==> src/rtl/mem_access_unit.sv <==
// Load/store alignment unit between EX/MEM and a word-only data memory; sub-word stores use a 2-cycle read-modify-write.
// Optional macro MISALIGN_TRAP_EN: drop misaligned H/W requests and pulse misaligned_o instead of forcing alignment.
module mem_access_unit #(
    parameter int DATA_WIDTH = 32,
    parameter int ADDR_WIDTH = 32
) (
    input  logic                  clk,
    input  logic                  reset,
    input  logic                  mem_read_i,
    input  logic                  mem_write_i,
    input  logic [2:0]            funct3_i,
    input  logic [ADDR_WIDTH-1:0] address_i,
    input  logic [DATA_WIDTH-1:0] write_data_i,
    input  logic [DATA_WIDTH-1:0] dm_read_data_i,
    output logic                  dm_mem_read_o,
    output logic                  dm_mem_write_o,
    output logic [ADDR_WIDTH-1:0] dm_address_o,
    output logic [DATA_WIDTH-1:0] dm_write_data_o,
    output logic                  stall_o,
    output logic [DATA_WIDTH-1:0] load_data_o,
    output logic                  load_valid_o,
    output logic                  misaligned_o
);

    typedef enum logic [0:0] {IDLE = 1'b0, RMW_WR = 1'b1} state_t;

    state_t                  state_r, next_state_s;
    logic [DATA_WIDTH-1:0]   merge_r, merge_next_s;
    logic [ADDR_WIDTH-1:0]   addr_r, addr_next_s;
    logic [DATA_WIDTH-1:0]   load_data_r, load_data_next_s;
    logic                    load_valid_r, load_valid_next_s;
    logic                    misaligned_r, misaligned_next_s;
    logic                    rd_s, wr_s, stall_s;
    logic                    is_byte_s, is_half_s, is_word_s, misaligned_s;
    logic [1:0]              offset_s;
    logic [ADDR_WIDTH-1:0]   aligned_s;

    // Insert the byte or halfword store data into the word read back from memory.
    function automatic logic [31:0] merge_word(input logic [31:0] word, input logic [31:0] wdata,
                                               input logic [1:0] off, input logic is_half);
        logic [31:0] m;
        m = word;
        if (is_half) begin
            if (off[1]) m[31:16] = wdata[15:0];
            else        m[15:0]  = wdata[15:0];
        end else begin
            case (off)
                2'd0:    m[7:0]   = wdata[7:0];
                2'd1:    m[15:8]  = wdata[7:0];
                2'd2:    m[23:16] = wdata[7:0];
                default: m[31:24] = wdata[7:0];
            endcase
        end
        return m;
    endfunction

    // Shift the addressed lane down and sign- or zero-extend it.
    function automatic logic [31:0] extract_load(input logic [31:0] word, input logic [1:0] off,
                                                 input logic [2:0] f3);
        logic [31:0] s;
        logic        sgn;
        s = word >> {off, 3'b000};
        case (f3[1:0])
            2'b00: begin
                sgn = ~f3[2] & s[7];
                extract_load = {{24{sgn}}, s[7:0]};
            end
            2'b01: begin
                sgn = ~f3[2] & s[15];
                extract_load = {{16{sgn}}, s[15:0]};
            end
            default: extract_load = word;
        endcase
    endfunction

    assign is_byte_s = (funct3_i[1:0] == 2'b00);
    assign is_half_s = (funct3_i[1:0] == 2'b01);
    assign is_word_s = ~is_byte_s & ~is_half_s;
    assign aligned_s = {address_i[ADDR_WIDTH-1:2], 2'b00};

`ifdef MISALIGN_TRAP_EN
    assign offset_s     = address_i[1:0];
    assign misaligned_s = (is_half_s & address_i[0]) | (is_word_s & (|address_i[1:0]));
`else
    assign offset_s     = is_word_s ? 2'b00 : (is_half_s ? {address_i[1], 1'b0} : address_i[1:0]);
    assign misaligned_s = 1'b0;
`endif

    // Next-state, memory handshake and next values of the result registers.
    always_comb begin
        next_state_s      = state_r;
        rd_s              = 1'b0;
        wr_s              = 1'b0;
        stall_s           = 1'b0;
        dm_address_o      = aligned_s;
        dm_write_data_o   = write_data_i;
        merge_next_s      = merge_r;
        addr_next_s       = addr_r;
        load_data_next_s  = load_data_r;
        load_valid_next_s = 1'b0;
        misaligned_next_s = 1'b0;
        case (state_r)
            IDLE: begin
                if ((mem_read_i | mem_write_i) & misaligned_s) begin
                    misaligned_next_s = 1'b1;
                end else if (mem_write_i) begin
                    if (is_word_s) begin
                        wr_s = 1'b1;
                    end else begin
                        // Sub-word store: fetch the word now, write the merge next cycle.
                        rd_s         = 1'b1;
                        stall_s      = 1'b1;
                        merge_next_s = merge_word(dm_read_data_i, write_data_i, offset_s, is_half_s);
                        addr_next_s  = aligned_s;
                        next_state_s = RMW_WR;
                    end
                end else if (mem_read_i) begin
                    rd_s              = 1'b1;
                    load_valid_next_s = 1'b1;
                    load_data_next_s  = extract_load(dm_read_data_i, offset_s, funct3_i);
                end else begin
                    next_state_s = IDLE;
                end
            end
            RMW_WR: begin
                wr_s            = 1'b1;
                dm_write_data_o = merge_r;
                dm_address_o    = addr_r;
                next_state_s    = IDLE;
            end
            default: next_state_s = IDLE;
        endcase
    end

    // Enables are forced low while reset is held so no access escapes during reset.
    assign dm_mem_read_o  = rd_s & reset;
    assign dm_mem_write_o = wr_s & reset;
    assign stall_o        = stall_s & reset;

    // State and result registers.
    always_ff @(posedge clk or negedge reset) begin
        if (!reset) begin
            state_r      <= IDLE;
            merge_r      <= 32'h0000_0000;
            addr_r       <= {ADDR_WIDTH{1'b0}};
            load_data_r  <= 32'h0000_0000;
            load_valid_r <= 1'b0;
            misaligned_r <= 1'b0;
        end else begin
            state_r      <= next_state_s;
            merge_r      <= merge_next_s;
            addr_r       <= addr_next_s;
            load_data_r  <= load_data_next_s;
            load_valid_r <= load_valid_next_s;
            misaligned_r <= misaligned_next_s;
        end
    end

    assign load_data_o  = load_data_r;
    assign load_valid_o = load_valid_r;
    assign misaligned_o = misaligned_r;

endmodule
==> config.mk <==
export PLATFORM = sky130hd
export DESIGN_NAME = mem_access_unit
export DESIGN_NICKNAME = d
export VERILOG_FILES = /design/src/rtl/mem_access_unit.sv
export SDC_FILE = /design/constraint.sdc
export NUM_CORES = 1
export LEC_CHECK = 0
export CAP_MARGIN = 10
export CORE_UTILIZATION = 40
export DETAILED_ROUTE_END_ITERATION = 8
export DONT_BUFFER_PORTS = 1
export GPL_ROUTABILITY_DRIVEN = 0
export PLACE_DENSITY = 0.57
export RECOVER_POWER = 50
export SYNTH_ARGS = -nofsm -noshare
export SYNTH_HDL_FRONTEND = slang
export SYNTH_SLANG_ARGS = --single-unit
==> constraint.sdc <==
create_clock -name clk -period 2.4 [get_ports clk]
set_clock_uncertainty 0.1 [all_clocks]
set_input_delay 0.48 -clock clk [delete_from_list [all_inputs] [get_ports clk]]
set_output_delay 0.48 -clock clk [all_outputs]
set_load 0.1 [all_outputs]
==> metrics.md, run 1 <==
| Metric | Value |
|---|---|
| Crit path kind | reg2out |
| Final Setup Violations | 0 |
| Die Y | 119 µm |
| Synth Instances | 609 |
| Cell Chain, Critical Path | or3b_4 > a21boi_4 > buf_12 |
| Vias in the first global route | 4882 |
| Top cells by count, synth | nand2_1 (160), dfrtp_1 (96), mux2_2 (65), nor2_1 (47), o21ai_0 (34) |
| Syn-to-layout area delta | 34.6% |
| Post-synthesis sequential element count | 96 |
| Clk buf depth | 2 |
| Setup ws final | 0.0399 ns |
| Post-synth EDFFs | 0 |
| Port bufs | 0 |
| Clock root buffer | clkbuf_16 |
| Max-slew violations | 0 |
| Async SR Flop Fraction | 100% |
| Filler cells | 1167 |
| CTS sink cnt | 96 |
| Synth top area share | 43.8% |
| Util after Layout | 55.5% |
| Worst path arrival time | 1.78 ns |
| Pre-Repair DR Iteration Count | 5 |
| DR vias | 4963 |
| CP max FO | 3 |
| Gr usage total | 25.7% |
| Fmax | 424 MHz |
| Dpl cells | 847 |
| Biggest area consumer among synthesized cells | dfrtp_1 |
| Worst-Skew Late Latency | 0.35 ns |
| CP Buf/Inv Count | 1 |
| Final Cycle Share | 98.3% |
| Most used DFF post-synth | dfrtp_1 |
| Met2 Use GR | 40.6% |
| Hold_ws | -0.278 ns |
| Lkg Pwr | 3.43 nW |
| Initial Util | 41.2% |
| Detailed Place HPWL | 13200 µm |
| Ports | 204 |
| Total CTS buffers | 9 |
| Setup bufs post-CTS | 0 |
| Congestion Overflow GR | 0 |
| Fin. Hold Viols | 96 |
| Max incr delay on CP | 0.53 ns |
| Max cap viols | 0 |
| Antenna viol nets, final | 0 |
| Worst setup SP type | flop |
| Antenna violations before repair | 1 |
| RSZ-0062 raised after global routing | false |
| CTS tree | built |
| Routed vias/inst | 5.74 |
| Setup crit end kind | output pin |
| Failing checks | negative hold slack |
| Met1 usage in global routing | 32.4% |
| Most numerous cell in the Yosys netlist | nand2_1 |
| Core area | 13300 µm² |
| Met3 usage | 7.85% |
| Die Area | 14200 µm² |
| Relative slew slack | 31.8% |
| Worst slew pin tran | 1.02 ns |
| Global route hottest layer | met2 |
| Distinct cells, synth | 44 |
| DP Worst Slack | 0.210 ns |
| Layout net count | 786 |
| Clk slew on worst S/H paths | 0.06 ns |
| FP Rows | 42 |
| Slowest stage cell, crit path | dfrtp_4 |
| Number of remaining DRC errors | 0 |
| Worst reg2reg path depth | 4 |
| Number of DRC markers after the initial detailed-route iteration | 407 |
| Yosys warnings | 0 |
| Pin count of the biggest net entering global routing | 100 |
| Result of the run | complete, but fails checks |
| Total wire length | 18200 µm |
| R2r endpoint | load_data_o[30] |
| H-tree depth | 3 |
| Fin cells | 864 |
| Sequential-to-total area share from yosys stat | 43.8% |
| Mapped cell area | 5480 µm² |
| Synth area leaders | dfrtp_1 (44%), mux2_2 (13%), nand2_1 (11%), mux2i_1 (4.9%), nor2_1 (3.2%) |
| Critical Path RT | 1.82 ns |
| Min Tclk post-route | 2.36 ns |
| Mapped Avg Cell Area | 9.00 µm² |
| Per-cell routed wire length | 21.1 µm |
| Reg2Reg Launch Point | state_r |
| R2r setup slk | 0.20 ns |
| Layout cells sized above 1 | 30.9% |
| Top cell family by delay on the critical path | flip-flops |
| Hold crit path type | in2async |
| Peak supply drop | 480 µV |
| Global-route wire length before repair | 27700 µm |
| PD cells | 891 nW/µm² |
| Die X | 119 µm |
where the power goes:
group	leakage [nW]	total (mW)	internal (mW)	switching, mW
sequential	1.16	2.02	1.89	0.132
clock	0.168	1.65	1.02	0.624
combinational	2.10	2.91	0.783	2.13
repair_timing:
action | 4_1_cts | 5_1_grt
gates cloned | 0 | 1
pin swaps | 0 | 0
setup endpoints to repair | 23 | 23
gates resized for setup | 7 | 3
endpoints found under the hold margin | 96 | 96
metrics by stage:
step / total power, mW / area (µm²) / setup TNS (ns)
final: 6.58 / 7380 / 0
after global routing: 6.82 / 7380 / 0
after CTS: 6.68 / 7430 / -0.0618
after detailed placement: 5.02 / 7060 / 0
after global placement: 4.97 / 7060 / 0
after floorplan: 4.22 / 5510 / -1.77
area by class of cell:
| class | count | area [µm²] | area share, % |
|---|---|---|---|
| Clock inverter | 2 | 60.1 | 0.814 |
| Multi-Input combinational cell | 452 | 2840 | 38.5 |
| Timing Repair Buffer | 110 | 1510 | 20.5 |
| Tap cell | 176 | 220 | 2.98 |
| Antenna cell | 1 | 2.50 | 0.0339 |
| Inverter | 14 | 57.6 | 0.780 |
| Clock buffer | 13 | 280 | 3.80 |
| Sequential cell | 96 | 2410 | 32.6 |
cell families after synthesis:
kind of cell / after synthesis / synth area share (%)
compound gates: 121 / 14.2
flops: 96 / 43.8
other cells: 1 / 0.0684
buf+inv: 63 / 5.73
simple gates: 236 / 17.9
mux: 92 / 18.3
routing by layer:
layer,wire length [µm],vias to the layer above
met3,1770,32
met2,8670,253
met1,7230,2431
met4,542,0
met5,0,-
li1,-,2247
cells in the final DEF (no fill, tap or decap), types with 2 or more instances in the layout:
cell       synthesis  routed
buf_12             0      58
clkbuf_8           0       4
nand2_1          160     159
nor2b_1            5       4
or3b_2             2       2
a21o_1             8       8
conb_1             1       3
o21ai_2            0       8
o41ai_1            7       7
o22ai_1           16      16
dfrtp_1           96      95
clkbuf_16          0      10
o31ai_1           16      16
bufinv_16          0       2
nor3_1             3       3
nand3b_1           2       2
a22o_1             3       3
inv_1             13      13
clkbuf_2           0      33
a21oi_1            5       5
o21ai_0           34      26
mux2i_1           27      27
nand2b_1           8       8
mux2_2            65      64
buf_4              5      15
nor2_1            47      46
a31oi_1           24      24
flip-flops by register name (all words and copies together), names as in the netlist:
| name | flops |
|---|---|
| state_r | 1 |
| merge_r | 32 |
| load_valid_o | 1 |
| load_data_o | 32 |
| addr_r | 30 |
worst max-delay path by stage:
| stage | depth (start not counted) | from | to |
|---|---|---|---|
| after floorplan | 3 | state_r | dm_write_data_o[0] |
| after global placement | 4 | state_r | dm_write_data_o[12] |
| after detailed placement | 4 | state_r | load_data_o[19] |
| after CTS | 4 | state_r | dm_address_o[30] |
| after global routing | 4 | state_r | dm_write_data_o[15] |
| final | 3 | state_r | dm_mem_read_o |
(Power assumes the default switching activity.)
==> inputs of run 2 (changes only) <==
--- a/config.mk
+++ b/config.mk
@@ -5,6 +5,7 @@
 export SDC_FILE = /design/constraint.sdc
 export NUM_CORES = 1
 export LEC_CHECK = 0
+export ABC_CLOCK_PERIOD_IN_PS = 2400
 export CAP_MARGIN = 10
 export CORE_UTILIZATION = 40
 export DETAILED_ROUTE_END_ITERATION = 8
==> results of run 2 <==
No change in the layout: final DEF, timing and power equal those of run 1.
